<file path="src/rtl/mole_pkg.sv">
// rtl/mole_pkg.sv - shared types, widths and helpers for the whack-a-mole round logic
package mole_pkg;

  localparam int MOLE_POS_W = 3;
  localparam int NUM_MOLES  = 8;
  localparam int SCORE_W    = 8;
  localparam int MISS_W     = 4;

  typedef enum logic [2:0] {
    ST_IDLE,
    ST_SPAWN,
    ST_SHOW,
    ST_GAP,
    ST_OVER
  } mole_state_t;

  // Candidate comes from the low LFSR bits; a repeat of the last mole is bumped to the next hole.
  function automatic logic [MOLE_POS_W-1:0] spawn_pos(input logic [7:0] lfsr,
                                                      input logic [MOLE_POS_W-1:0] prev);
    logic [MOLE_POS_W-1:0] cand;
    cand = lfsr[MOLE_POS_W-1:0];
    if (cand == prev) begin
      cand = cand + MOLE_POS_W'(1);
    end
    return cand;
  endfunction

endpackage

</file>
<file path="src/rtl/mole_lfsr.sv">
// rtl/mole_lfsr.sv - free-running 8-bit Fibonacci LFSR, taps 8,6,5,4
module mole_lfsr #(
  parameter logic [7:0] SEED = 8'hA5
) (
  input  logic       clk,
  input  logic       rst_n,
  output logic [7:0] lfsr
);

  // Shift left every cycle, feedback from taps 8,6,5,4 into bit 0.
  always_ff @(posedge clk or negedge rst_n) begin
    if (!rst_n) begin
      lfsr <= SEED;
    end else begin
      lfsr <= {lfsr[6:0], lfsr[7] ^ lfsr[5] ^ lfsr[4] ^ lfsr[3]};
    end
  end

endmodule

</file>
<file path="src/rtl/mole_round_ctrl.sv">
// rtl/mole_round_ctrl.sv - round sequencer: spawn, show window, judge, gap, score/miss keeping (option: MOLE_SPEEDUP_EN)
import mole_pkg::*;

module mole_round_ctrl #(
  parameter int unsigned TIMEOUT_CYCLES = 50_000_000,
  parameter int unsigned GAP_CYCLES     = 25_000_000,
  parameter int unsigned MAX_MISSES     = 5,
  parameter logic [7:0]  LFSR_SEED      = 8'hA5
) (
  input  logic                  i_clk,
  input  logic                  i_rst_n,
  input  logic                  i_start,
  input  logic                  i_btn_valid,
  input  logic [MOLE_POS_W-1:0] i_btn_pos,
  output logic [MOLE_POS_W-1:0] o_mole_position,
  output logic                  o_mole_visible,
  output logic [MOLE_POS_W-1:0] o_user_guess,
  output logic                  o_user_right,
  output logic                  o_user_wrong,
  output logic                  o_timeout,
  output logic [SCORE_W-1:0]    o_score,
  output logic [MISS_W-1:0]     o_misses,
  output logic                  o_game_over
);

  localparam int unsigned CNT_MAX = (TIMEOUT_CYCLES > GAP_CYCLES) ? TIMEOUT_CYCLES : GAP_CYCLES;
  localparam int          CNT_W   = $clog2(CNT_MAX + 1);

  mole_state_t      state;
  logic [CNT_W-1:0] cnt;
  logic [CNT_W-1:0] window_load;
  logic [7:0]       lfsr;
  logic             hit;

  mole_lfsr #(.SEED(LFSR_SEED)) u_lfsr (
    .clk   (i_clk),
    .rst_n (i_rst_n),
    .lfsr  (lfsr)
  );

  assign hit = (state == ST_SHOW) && i_btn_valid && (i_btn_pos == o_mole_position);

`ifdef MOLE_SPEEDUP_EN
  localparam logic [CNT_W-1:0] WIN_FULL  = CNT_W'(TIMEOUT_CYCLES);
  localparam logic [CNT_W-1:0] WIN_FLOOR = CNT_W'(TIMEOUT_CYCLES / 4);

  logic             start_game;
  logic [CNT_W-1:0] reload;
  logic [CNT_W-1:0] reload_dec;

  assign start_game  = ((state == ST_IDLE) || (state == ST_OVER)) && i_start;
  assign reload_dec  = reload - (reload >> 3);
  assign window_load = reload - CNT_W'(1);

  // Shrink the window by 1/8 on every 8th hit, never below a quarter of the full window.
  always_ff @(posedge i_clk or negedge i_rst_n) begin
    if (!i_rst_n) begin
      reload <= WIN_FULL;
    end else if (start_game) begin
      reload <= WIN_FULL;
    end else if (hit && (o_score != '1) && (o_score[2:0] == 3'd7)) begin
      reload <= (reload_dec < WIN_FLOOR) ? WIN_FLOOR : reload_dec;
    end
  end
`else
  assign window_load = CNT_W'(TIMEOUT_CYCLES - 1);
`endif

  // Round FSM with shared window/gap counter; all outputs registered here.
  always_ff @(posedge i_clk or negedge i_rst_n) begin
    if (!i_rst_n) begin
      state           <= ST_IDLE;
      cnt             <= '0;
      o_mole_position <= '0;
      o_mole_visible  <= 1'b0;
      o_user_guess    <= '0;
      o_user_right    <= 1'b0;
      o_user_wrong    <= 1'b0;
      o_timeout       <= 1'b0;
      o_score         <= '0;
      o_misses        <= '0;
      o_game_over     <= 1'b0;
    end else begin
      o_user_right <= 1'b0;
      o_user_wrong <= 1'b0;
      o_timeout    <= 1'b0;
      case (state)
        ST_IDLE, ST_OVER: begin
          if (i_start) begin
            o_score     <= '0;
            o_misses    <= '0;
            o_game_over <= 1'b0;
            state       <= ST_SPAWN;
          end
        end
        ST_SPAWN: begin
          o_mole_position <= spawn_pos(lfsr, o_mole_position);
          cnt             <= window_load;
          o_mole_visible  <= 1'b1;
          state           <= ST_SHOW;
        end
        ST_SHOW: begin
          // A press on the expiry cycle is judged; the timeout only fires with no press.
          if (i_btn_valid) begin
            o_user_guess <= i_btn_pos;
            if (hit) begin
              o_user_right <= 1'b1;
              if (o_score != '1) o_score <= o_score + SCORE_W'(1);
            end else begin
              o_user_wrong <= 1'b1;
              if (o_misses != '1) o_misses <= o_misses + MISS_W'(1);
            end
            o_mole_visible <= 1'b0;
            cnt            <= CNT_W'(GAP_CYCLES - 1);
            state          <= ST_GAP;
          end else if (cnt == '0) begin
            o_timeout      <= 1'b1;
            if (o_misses != '1) o_misses <= o_misses + MISS_W'(1);
            o_mole_visible <= 1'b0;
            cnt            <= CNT_W'(GAP_CYCLES - 1);
            state          <= ST_GAP;
          end else begin
            cnt <= cnt - CNT_W'(1);
          end
        end
        ST_GAP: begin
          if (cnt == '0) begin
            if (o_misses >= MISS_W'(MAX_MISSES)) begin
              o_game_over <= 1'b1;
              state       <= ST_OVER;
            end else begin
              state <= ST_SPAWN;
            end
          end else begin
            cnt <= cnt - CNT_W'(1);
          end
        end
        default: state <= ST_IDLE;
      endcase
    end
  end

endmodule

</file>
<file path="config.mk">
export PLATFORM = sky130hd
export DESIGN_NAME = mole_round_ctrl
export DESIGN_NICKNAME = d
export VERILOG_FILES = /design/src/rtl/mole_pkg.sv /design/src/rtl/mole_lfsr.sv /design/src/rtl/mole_round_ctrl.sv
export SDC_FILE = /design/constraint.sdc
export NUM_CORES = 1
export LEC_CHECK = 0
export BUFFER_PORTS_ARGS = -buffer_cell sky130_fd_sc_hd__buf_2
export CELL_PAD_IN_SITES_DETAIL_PLACEMENT = 1
export CELL_PAD_IN_SITES_GLOBAL_PLACEMENT = 2
export CORE_MARGIN = 2
export CORE_UTILIZATION = 34
export DETAILED_ROUTE_END_ITERATION = 12
export PLACE_DENSITY = 0.81
export RECOVER_POWER = 25
export SLEW_MARGIN = 20
export SYNTH_ARGS = -nofsm -noshare
export SYNTH_HDL_FRONTEND = slang
export SYNTH_SLANG_ARGS = --single-unit
export TNS_END_PERCENT = 5
</file>
<file path="constraint.sdc">
create_clock -name i_clk -period 2.6 [get_ports i_clk]
set_clock_uncertainty 0.2 [all_clocks]
set_input_delay 0.26 -clock i_clk [delete_from_list [all_inputs] [get_ports i_clk]]
set_output_delay 0.26 -clock i_clk [all_outputs]
set_load 0.02 [all_outputs]
</file>
After elaboration in Yosys (flattened, before gate mapping). Index checks and enable logic that the tools add are counted.

$add $sub $neg: 4. Magnitude comparators: 1. Equality and inequality tests: 17. Multiplexer cells: 38. Bitwise gates (word level): 3. Reductions and logical operators: 16.

Operators by type and width (number): 26-bit two-way mux (3); 26-bit one-hot mux with 3 select lines (1); 8-bit two-way mux (4); 26-bit logical NOT (1); 26-bit by 1-bit subtractor with 26-bit output (second input constant) (1); 4-bit two-way mux (5); 3-bit two-way mux (6); 8-bit one-hot mux with 2 select lines (1); 1-bit two-way mux (14); 2-bit != test (second input constant) (6); 3-bit one-hot mux with 4 select lines (1); 8-bit by 1-bit adder with 8-bit output (second input constant) (1); 8-bit != test (second input constant) (1); 4-bit one-hot mux with 2 select lines (1); 4-bit AND reduction (2); 3-bit by 2-bit == test with 1-bit output (second input constant) (2); 3-bit == test (2); 2-bit AND reduction (3); 2-bit nonzero test (3); 5-bit AND reduction (1); 4-bit by 1-bit adder with 4-bit output (second input constant) (1); 4-bit by 3-bit >= comparator with 1-bit output (second input constant) (1); 4-bit != test (second input constant) (1); 1-bit one-hot mux with 2 select lines (2); other kinds (12) (15).

Register bits: 60. Input bits: 7. Output and inout port bits: 23. Logic and storage cells: 91.

Logic depth before layout (Yosys ltp). Gate-level depths: netlist of run 1.

Depth after elaboration: 6. Depth in mapped cells: 8.

Cells and area by module. From an unflattened synthesis of run 1, not the netlist that was laid out.

Cells, all modules: 327. Area total of the unflattened synthesis: 3256.9 sq um.

By module, submodules not included: mole_round_ctrl (instances 1, cells each 316, area an instance 3025.4 sq um, sequential area each 1301.2 sq um); mole_lfsr (instances 1, cells each 11, area an instance 231.5 sq um, sequential area each 205.2 sq um).

Worst setup path before layout of run 1. Ideal clock, no wire load.

Kind: reg2reg. From: register cnt[4]. To: register cnt[18]. Arrival time: 2.276 ns. Required time: 2.274 ns. Path slack: -0.002 ns. Cell stages (with the launch flop): 7. Buffers on the path: 1. Path through: dfrtp_1 -> or4_4 -> or3_1 -> clkbuf_2 -> or3_1 -> o311a_1 -> a221o_1.

Longest elaborated chain between the ends: 4. Elaborated cells between the ends (all ways): 8.

Ends and longest elaborated chain: start, declared (line mole_round_ctrl.sv:30) `logic [CNT_W-1:0] cnt;`; start signal, assigned (line mole_round_ctrl.sv:98) `cnt <= window_load;`; start signal, assigned (line mole_round_ctrl.sv:114) `cnt <= CNT_W'(GAP_CYCLES - 1);`; start signal, assigned (line mole_round_ctrl.sv:120) `cnt <= CNT_W'(GAP_CYCLES - 1);`; 26-bit by 1-bit subtractor with 26-bit output or 26-bit logical NOT (tied branches); 26-bit two-way mux (line mole_round_ctrl.sv:116) `end else if (cnt == '0) begin`; 26-bit two-way mux (line mole_round_ctrl.sv:104) `if (i_btn_valid) begin`; 26-bit one-hot mux with 3 select lines (line mole_round_ctrl.sv:87) `case (state)`.

Several ways; a longest one is shown, not always the timed one. The select of a mux whose other input is x is not followed. A chain may end at the register's enable or synchronous reset.

Worst setup path in the final report of run 1.
From: register cnt[5]. To: register cnt[18].

Same word-level chain as after synthesis.

==> results of run 1 <==
## how the worst max path moves through the flow
stage	to	cells after the start
global route	cnt[18]	5
floorplan	cnt[18]	6
CTS	cnt[17]	5
detailed placement	cnt[17]	5
global placement	cnt[17]	5
finish	cnt[18]	5
## cell type report
class | instances | area share (%)
clock inverters | 7 | 1.98
multi-input cells | 246 | 40.6
flip-flops and latches | 60 | 36.1
well taps | 129 | 3.87
repair buffers | 79 | 13.4
inverters | 12 | 1.08
clock buffers | 9 | 2.97
## worst max-delay path: stages, from the launching register on
cell,delay [ns]
dfrtp_1,0.41
or4_4,0.53
or3_4,0.35
or3_4,0.35
o311a_1,0.29
a221o_1,0.27
## flip-flops by register name, summed over array words and instances (netlist names), 3 cells and up
name,cells
state,3
o_mole_position,3
o_score,8
o_user_guess,3
u_lfsr.lfsr,8
cnt,26
o_misses,4
## per-layer routing
metal	global-route usage [%]	part of all wire, %	routed length, um
met5	0	0	0
met4	5.54	0.84	77
met3	3.69	2.6	234
met2	31.1	49	4440
met1	25.2	48	4390
## repair_timing
| action | in CTS | in global routing |
|---|---|---|
| hold buffers | 6 | 0 |
| hold endpoints to repair | 29 | 0 |
| pin swaps | 0 | 1 |
| setup endpoints to repair | 1 | 7 |
| gates resized for setup | 1 | 6 |
## power breakdown
part | internal [W] | switching [W] | total, W
registers | 0.00105 | 0.000111 | 0.00116
clock network | 0.000459 | 0.000448 | 0.000907
logic | 0.000328 | 0.000437 | 0.000765
## cell usage in the layout, fill, tap and decap left out, types with 3 or more instances in the layout
cell,n
or4_1,11
o211a_1,3
o21a_1,3
nand2_1,17
dfrtp_1,56
inv_1,11
buf_2,28
ha_1,6
nor2b_1,3
or3_4,3
nor3_1,12
a22o_1,3
o21ai_0,15
nand3_1,16
a21oi_1,14
dfstp_2,4
buf_4,42
clkbuf_8,9
mux2i_1,4
o31ai_1,12
nand4_1,6
inv_6,3
or2_2,7
nor4_1,9
o22ai_1,3
o311ai_0,3
xnor2_1,9
o41ai_1,4
nand2b_1,5
nor2_1,13
or3_1,15
dlygate4sd3_1,6
xor2_1,4
mux2_2,5
## kinds of logic (layout without fill, tap and decap cells)
logic type,count (synthesis),count (layout)
adders and majority gates,6,6
and+or+nand+nor,136,136
xor gates and xnor gates,13,13
AOI/OAI and AO/OA,82,82
muxes,9,9
buffers and inverters,28,107
DFF,60,60
## through the flow
stage,std cells,instance area [um2],power (W)
5_1_grt,542,4170,0.00302
3_3_place_gp,520,3880,0.00192
6_report,542,4170,0.00284
2_1_floorplan,334,3290,0.00163
4_1_cts,542,4150,0.00287
3_5_place_dp,520,3880,0.00194
==> impl_results.md, run 1 <==
* Status: complete, but fails checks
* I/O pin count at 30
* Die area at 0.0104 mm2
* Antenna viol nets, final at 0
* I/O Buffers at 29
* Synth Area in Compound Gates at between 10% and 20%
* Largest family of logic cells by synthesized area: simple AND/OR/NAND/NOR gates
* # fillers at 1072
* Initial antenna violation count at 0
* Area delta synth->final at 27.2%
* Most frequent cell after synthesis: dfrtp_1
* Row count at 35
* Via Count at 2980
* Final Worst Setup Slack at 0.0628 ns
* Post-CTS Setup Inserts at 0
* Peak supply drop at around 0.00029 V
* CTS Buffer Depth at 2
* Failing checks: capacitance limit, slew limit
* Crit path from: cnt[5]
* GR Overflow Total at 0
* Reg area at 0.00151 mm2
* Leakage at 1.79 nW
* Final WL at 9150 um
* Main synth FF type: dfrtp_1
* Minimum clock period at between 2 and 3 ns
* CP Data Arrival Time at around 2.6 ns
* Worst flop-to-flop path startpoint: cnt[5]
* Syn Inst Count at 334
* Crit Path Class: reg2reg
* Reg2reg setup slack at 0.06 ns
* H-Tree Depth at 3
* Initial Util at 35.3%
* Simple-gate share of the synthesized area at 23.8%
* Hold Path End: u_lfsr.lfsr[7]
* Vias per inst at 5.50
* Worst r2r dst: cnt[18]
* Most frequent cells after synthesis: dfrtp_1, or3_1, nand2_1, nand3_1, o21ai_0
* Number of synthesized register bits at 60
* Min-delay src: u_lfsr.lfsr[6]
* Hold Crit Class: reg2reg
* Final Hold Violating Endpoints at 0
* CP required at 2.63 ns
* Netlist cell types at 61
* Max Fclk at 394 MHz
* Cell Pwr Density at 680 mW/mm2
* Share of cells above drive strength 1 at 29.1%
* Warnings, synthesis at 0
* TritonCTS Buffers at 9
* Top cells by area, synth: dfrtp_1, or3_1, dfstp_2
* Synth area leader: dfrtp_1
* CP max FO at 4
* Clock sink total at 60
* Largest net degree at the start of global routing at 34
* Clk slew on worst S/H paths at about 0.09 ns
* Synth Area in XOR/XNOR at 3.47%
* Mux cell area share after synthesis at 2.94%
* Syn_nets at 347
* TritonCTS clock tree: yes
* Final setup violation count at 0
* RePlAce Congestion at 0.809
* Syn Area/Cell at 9.82 um2
* Ys async rst share at 100%
* Final period util at 97.6%
* Crit path capture type: flip-flop
* Max-slew violation count at 28
* Routed len/inst at 16.9 um
* CTS root buf: clkbuf_8
* Reg2reg path depth at 5
* Hold path cells at 0
* Die height at 102 um
* Adder-Cell Fraction of Synth Area at 2.29%
* Final hold slack at between 0.15 and 0.2 ns
* Die X at 102 um
* Core box area at 0.00928 mm2
* TNS Setup at 0 ns
* Unrepaired setup endpoints after global routing: true
* Post-synth EDFFs at 0
* First-pass GRT wire length at about 15000 um
* Final core occ at 44.9%
* Max_cap viols at 1
* DRC violations left at 0
* Final nets at 421
* Worst slew pin tran at between 1.5 and 2 ns
* Vias in the first global route at 2994
* Initial DRC Count at 135
* Antenna diodes at 0
* Total GRT Usage at 18.9%
* Drt pass-1 iters at 4
* Register area share after synthesis at 45.9%
* Multi-input logic area at 0.00169 mm2
* Slew Limit Headroom at -10.6%
* Hpwl dp at 6460 um
* Post-Syn Area at 0.00328 mm2
* Post-synth top area share at 42.7%
* Worst skew pair latency at around 0.36 ns
* Post-place setup slack at -0.00697 ns
* Crit path launch type: flip-flop
No activity file was read; power rests on OpenSTA's default activity.
==> inputs of run 2 (changes only) <==
--- a/config.mk
+++ b/config.mk
@@ -12,7 +12,7 @@
 export CORE_UTILIZATION = 34
 export DETAILED_ROUTE_END_ITERATION = 12
 export PLACE_DENSITY = 0.81
-export RECOVER_POWER = 25
+export RECOVER_POWER = 100
 export SLEW_MARGIN = 20
 export SYNTH_ARGS = -nofsm -noshare
 export SYNTH_HDL_FRONTEND = slang
==> run 2 against run 1 <==
The flow still finishes with violations (capacitance limit, slew limit). Flip-flop and latch count unchanged. Combinational power down 2.9%. Core utilization down 0.36 points. First-iteration DRC count up 5.9%. Die area unchanged. Via count down 0.27%. Sequential power about the same. Fmax about the same. Clock power about the same. Register-to-register slack about the same. Largest cell class unchanged.
==> impl_results.md, run 2 (synthesis results as in run 1) <==
* Die X at 102 um (unchanged)
* CP required at 2.63 ns (about the same)
* Final core occ at 44.6% (-0.36 points)
* Row count at 35 (unchanged)
* Post-CTS Setup Inserts at 0 (unchanged)
* Unrepaired setup endpoints after global routing: true
* Max Fclk at 394 MHz (about the same)
* Failing checks: capacitance limit, slew limit
* Status: complete, but fails checks
* GR Overflow Total at 0 (unchanged)
* Commonest cells after routing, fill and taps aside: dfrtp_1, buf_4, clkbuf_1, nand2_1, nand3_1
* Final period util at 97.6% (about the same)
* Vias per inst at 5.48 (-0.27%)
* Via Count at 2972 (-0.27%)
* Top Registers: cnt: 26 flops, o_score: 8 flops, u_lfsr.lfsr: 8 flops
* Max-slew violation count at 28 (unchanged)
* Most flops, register: cnt
* Antenna diodes at 0 (unchanged)
* Crit Path Class: reg2reg
* H-Tree Depth at 3 (unchanged)
* Area delta synth->final at 26.2%
* First-pass GRT wire length at 15200 um (unchanged)
* CP Data Arrival Time at 2.57 ns (about the same)
* RePlAce Congestion at 0.809 (unchanged)
* Final nets at 421 (unchanged)
* Hold Crit Class: reg2reg
* Crit path launch type: flip-flop
* Final WL at 9180 um (+0.37%)
* Antenna viol nets, final at 0 (unchanged)
* Final Non-Filler Cells at 542 (unchanged)
* Cell Pwr Density at 681 mW/mm2 (+0.12%)
* I/O Buffers at 29 (unchanged)
* Slew Limit Headroom at -10.1% (+0.47 points)
* Peak supply drop at 0.000290 V (about the same)
* Design area at 0.00414 mm2 (-0.81%)
* TritonCTS Buffers at 9 (unchanged)
* Routed len/inst at 16.9 um (+0.37%)
* Clk slew on worst S/H paths at 0.09 ns (about the same)
* Die area at 0.0104 mm2 (unchanged)
* DRC violations left at 0 (unchanged)
* Minimum clock period at 2.54 ns (+0.000702 ns)
* Leakage at 1.70 nW (-5.2%)
* Share of cells above drive strength 1 at 23.2% (-5.8 points)
* Max_cap viols at 1 (unchanged)
* Final hold slack at 0.161 ns (+0.000114 ns)
* Largest net degree at the start of global routing at 34 (unchanged)
* Die height at 102 um (unchanged)
* Clock sink total at 60 (unchanged)
* CTS Buffer Depth at 2 (unchanged)
* CTS root buf: clkbuf_8
* Largest register FFs at 26 (unchanged)
* Total GRT Usage at 18.9% (unchanged)
* Placed Instances at 520 (unchanged)
* Initial DRC Count at 143 (+5.9%)
* TritonCTS clock tree: yes
* Drt pass-1 iters at 4 (unchanged)
* I/O pin count at 30 (unchanged)
* Post-DP Area at 0.00388 mm2 (unchanged)
* Vias in the first global route at 2994 (unchanged)
* Worst slew pin tran at 1.65 ns (-0.00710 ns)
* Most common cell after layout, fill and taps aside: dfrtp_1
* Initial Util at 35.3% (unchanged)
* Core box area at 0.00928 mm2 (unchanged)
* Worst skew pair latency at 0.36 ns (about the same)
* Crit path capture type: flip-flop
* Initial antenna violation count at 0 (unchanged)
* CP max FO at 4 (unchanged)
* Hpwl dp at 6460 um (unchanged)
* Final setup violation count at 0 (unchanged)
* Final Hold Violating Endpoints at 0 (unchanged)
==> run 2: path summary, 6_finish.rpt <==
kind / start / to / slack [ns] / cells past startpoint
setup / recovery: cnt[5] / cnt[18] / 0.06 / 5
hold / removal: u_lfsr.lfsr[6] / u_lfsr.lfsr[7] / 0.16 / 0
setup reg to reg: cnt[5] / cnt[18] / 0.06 / 5
hold reg to reg: u_lfsr.lfsr[6] / u_lfsr.lfsr[7] / 0.16 / 0
max in group asynchronous: i_rst_n / cnt[22] / 0.57 / 2
min in group asynchronous: i_rst_n / u_lfsr.lfsr[4] / 0.65 / 2
==> run 2: worst max-delay path, stage by stage (launching register included) <==
cell	delay (ns)
dfrtp_1	0.42
or4_4	0.53
or3_4	0.35
or3_4	0.35
o311a_1	0.29
a221o_1	0.27
==> run 2: final cells by class <==
cell class              instances  area, um2
clock buffers                   9        124
clock inverters                 7       82.6
fillers                      1082       5150
inverters                      12       45.0
multi-input cells             246       1690
flip-flops and latches         60       1510
well taps                     129        161
repair buffers                 79        528
==> run 2: where the power goes <==
group | total (W) | switching (W) | internal [W]
logic | 0.000743 | 0.000434 | 0.000308
clock network | 0.000908 | 0.000449 | 0.000459
registers | 0.00117 | 0.000113 | 0.00105
==> run 2: metal layers <==
layer | GRT usage, % | share of wire [%] | vias up
met5 | 0 | 0 | -
met4 | 5.54 | 0.73 | 0
met3 | 3.69 | 2.8 | 7
met2 | 31.1 | 48 | 37
met1 | 25.2 | 48 | 1510
li1 | - | - | 1418
==> run 2: per-stage QoR <==
step	power (W)	setup slack (ns)	setup TNS, ns
3_5_place_dp	0.00194	-0.00697	-0.00697
5_1_grt	0.00300	-0.00989	-0.0138
6_report	0.00282	0.0621	0
2_1_floorplan	0.00163	0.0320	0
4_1_cts	0.00287	0.0116	0
3_3_place_gp	0.00192	0.0296	0
==> run 2: what timing repair did <==
| action | in CTS | in global routing |
|---|---|---|
| hold buffers | 6 | 0 |
| hold endpoints to repair | 29 | 0 |
| endpoints found under the setup margin | 1 | 7 |
| pin swaps | 0 | 1 |
| resized for setup | 1 | 6 |
==> inputs of run 3 (changes only) <==
--- a/config.mk
+++ b/config.mk
@@ -8,10 +8,11 @@
 export BUFFER_PORTS_ARGS = -buffer_cell sky130_fd_sc_hd__buf_2
 export CELL_PAD_IN_SITES_DETAIL_PLACEMENT = 1
 export CELL_PAD_IN_SITES_GLOBAL_PLACEMENT = 2
+export CORE_ASPECT_RATIO = 1.1
 export CORE_MARGIN = 2
-export CORE_UTILIZATION = 34
+export CORE_UTILIZATION = 38
 export DETAILED_ROUTE_END_ITERATION = 12
-export PLACE_DENSITY = 0.81
+export PLACE_DENSITY = 0.85
 export RECOVER_POWER = 100
 export SLEW_MARGIN = 20
 export SYNTH_ARGS = -nofsm -noshare
==> constraint.sdc (replaced) <==
create_clock -name i_clk -period 2.35 [get_ports i_clk]
set_clock_uncertainty 0.2 [all_clocks]
set_input_delay 0.235 -clock i_clk [delete_from_list [all_inputs] [get_ports i_clk]]
set_output_delay 0.235 -clock i_clk [all_outputs]
set_load 0.02 [all_outputs]
==> run 3 against run 2 <==
Register-to-register slack lost 0.25 ns. Sequential share of layout area decreased by 1.7 points. Clock power increased by 24%. The run ends with setup timing left. Highest routed layer unchanged. First-iteration DRC count shrank 27%. Clock-buffer cell count rose by 4.
==> impl_results.md, run 3 (synthesis results as in run 1) <==
* GR Overflow Total at 0 (unchanged)
* Buffer and inverter count on the worst path at 0 (unchanged)
* Drt pass-1 iters at 4 (unchanged)
* CP max FO at 3 (-1)
* Power share of the combinational group at 27.2% (+0.8 points)
* Largest net degree at the start of global routing at 39 (+15%)
* Most common cell after layout, fill and taps aside: dfrtp_1
* Minimum clock period at 2.54 ns (+0.00270 ns)
* Core box area at 0.00836 mm2 (-9.9%)
* Crit path capture type: flip-flop
* CTS root buf: clkbuf_8
* Total GRT Usage at 21.8% (+3.0 points)
* Worst path max stage delay at 0.55 ns (+0.02 ns)
* Initial DRC Count at 105 (-27%)
* Failing checks: setup timing
* Antenna diodes at 0 (unchanged)
* Initial Util at 39.2% (+3.9 points)
* Unrepaired setup endpoints after global routing: true
* Vias per inst at 5.71 (+4.0%)
* Final Non-Filler Cells at 536 (-1.1%)
* Placed Instances at 514 (-1.2%)
* Worst r2r dst: cnt[18]
* CP Data Arrival Time at 2.56 ns (about the same)
* Max_cap viols at 0 (-1)
* Clock sink total at 60 (unchanged)
* Slowest cell on crit path: or4_4
* Final core occ at 51.9% (+7.4 points)
* RePlAce Congestion at 0.838 (+3.6%)
* Vias in the first global route at 3259 (+8.9%)
* Hold Crit Class: reg2reg
* Area delta synth->final at 32.5%
* Final Hold Violating Endpoints at 0 (unchanged)
* Hold Path End: u_lfsr.lfsr[7]
* Max-slew violation count at 0 (-100%)
* Post-CTS Setup Inserts at 0 (unchanged)
* Routed len/inst at 18.4 um (+8.7%)
* Reg2reg setup slack at -0.19 ns (-0.25 ns)
* H-Tree Depth at 3 (unchanged)
* Cell Pwr Density at 768 mW/mm2 (+13%)
* Final hold slack at 0.158 ns (-0.00245 ns)
* Final nets at 433 (+2.9%)
* Final setup violation count at 24 (+24)
* Hold path cells at 0 (unchanged)
* Most flops, register: cnt
* Slew Limit Headroom at 5.67% (+16 points)
* Final period util at 108% (+10 points)
* Cell family with most CP delay: simple AND/OR/NAND/NOR gates
* TritonCTS Buffers at 9 (unchanged)
* Share of cells above drive strength 1 at 27.3% (+4.0 points)
* DRC violations left at 0 (unchanged)
* Die area at 0.00939 mm2 (-10%)
* Die height at 101 um (-0.76%)
* Crit path launch type: flip-flop
* Largest register FFs at 26 (unchanged)
* Row count at 35 (unchanged)
* Worst slew pin tran at 1.41 ns (-0.236 ns)
* Max Fclk at 394 MHz (-0.11%)
* Hpwl dp at 6660 um (+3.1%)
* TritonCTS clock tree: yes
* Cell Chain, Critical Path: or4_4 -> or3_4 -> or3_4 -> o311a_1 -> a221o_1
* Pint at 0.00223 W (+23%)
* Reg2reg path depth at 5 (unchanged)
* Flop pwr share at 39.0% (-2.4 points)
* Post-DP Area at 0.00393 mm2 (+1.3%)
* Worst flop-to-flop path startpoint: cnt[3]
* Antenna viol nets, final at 0 (unchanged)
* First-pass GRT wire length at 16200 um (+6.4%)
* Leakage at 1.81 nW (+6.4%)
* Via Count at 3058 (+2.9%)
* Sw power at 0.00110 W (+11%)
* I/O pin count at 30 (unchanged)
* Worst skew pair latency at 0.35 ns (about the same)
* CTS Buffer Depth at 2 (unchanged)
* Clk slew on worst S/H paths at 0.07 ns (-0.02 ns)
* Clock power share at 33.8% (+1.6 points)
* Final WL at 9870 um (+7.5%)
* CP required at 2.37 ns (-0.26 ns)
* Top Registers: cnt: 26 flops, o_score: 8 flops, u_lfsr.lfsr: 8 flops
* Design area at 0.00434 mm2 (+5.0%)
* Initial antenna violation count at 0 (unchanged)
* I/O Buffers at 29 (unchanged)
* Commonest cells after routing, fill and taps aside: dfrtp_1, buf_4, clkbuf_1, nand3_1, nand2_1
* Critical Path Most Common Cell: or3_4
* Final Worst Setup Slack at -0.191 ns (-0.253 ns)
* Min-delay src: u_lfsr.lfsr[6]
* Peak supply drop at 0.000489 V (+69%)
* Crit Path Class: reg2reg
* Die X at 92.6 um (-9.4%)
* Switch share at 33.1% (-2.3 points)
* Status: complete, but fails checks
run 3: cell count changes in the layout (fill, tap and decap cells not counted), moves of 3 or more:
cell	previous run	this run
inv_6	3	0
dfstp_2	4	1
clkbuf_8	9	12
nor4_1	9	4
dfstp_1	0	3
buf_4	41	48
nor4_4	0	3
buf_6	0	3
clkbuf_1	24	29
run 3: layer usage:
metal  share of wire [%]  routed length [um]  track usage, %
met1                  46                4510            28.2
met2                  50                4910            37.1
met3                 2.7                 268            4.24
met4                 1.9                 186            7.35
met5                   0                   0               0
run 3: cell type report:
type | count | area (um2)
Clock buffer | 13 | 169
Sequential cell | 60 | 1510
Fill cell | 958 | 4020
Multi-Input combinational cell | 246 | 1820
Inverter | 12 | 46.3
Clock inverter | 3 | 68.8
Timing Repair Buffer | 91 | 599
Tap cell | 111 | 139
run 3: what timing repair did:
item	in CTS	in global routing
hold buffers	6	0
hold endpoints to repair	27	0
pin swaps	1	6
gates resized for setup	13	25
setup endpoints to repair	28	34
run 3: through the flow:
stage               worst slack (ns)  total power (W)  setup TNS, ns
floorplan                     -0.207          0.00180         -0.885
global placement              -0.174          0.00215          -1.01
detailed placement            -0.236          0.00220          -2.08
CTS                           -0.169          0.00334          -1.03
global route                  -0.231          0.00352          -7.36
finish                        -0.191          0.00334          -1.82
run 3: how the worst max path moves through the flow:
| stage | cells past startpoint | start | end | slack (ns) |
|---|---|---|---|---|
| floorplan | 6 | cnt[3] | cnt[18] | -0.21 |
| global placement | 5 | cnt[3] | cnt[17] | -0.17 |
| detailed placement | 5 | cnt[3] | cnt[17] | -0.24 |
| CTS | 5 | cnt[3] | cnt[18] | -0.17 |
| global route | 5 | cnt[3] | cnt[18] | -0.23 |
| finish | 5 | cnt[3] | cnt[18] | -0.19 |
run 3: power groups by stage:
stage / sequential [W] / combinational (W) / clock [W]
CTS: 0.00129 / 0.000904 / 0.00114
global route: 0.00132 / 0.00101 / 0.00119
floorplan: 0.00138 / 0.000425 / 0
finish: 0.00130 / 0.000907 / 0.00113
global placement: 0.00130 / 0.000852 / 0
detailed placement: 0.00131 / 0.000886 / 0
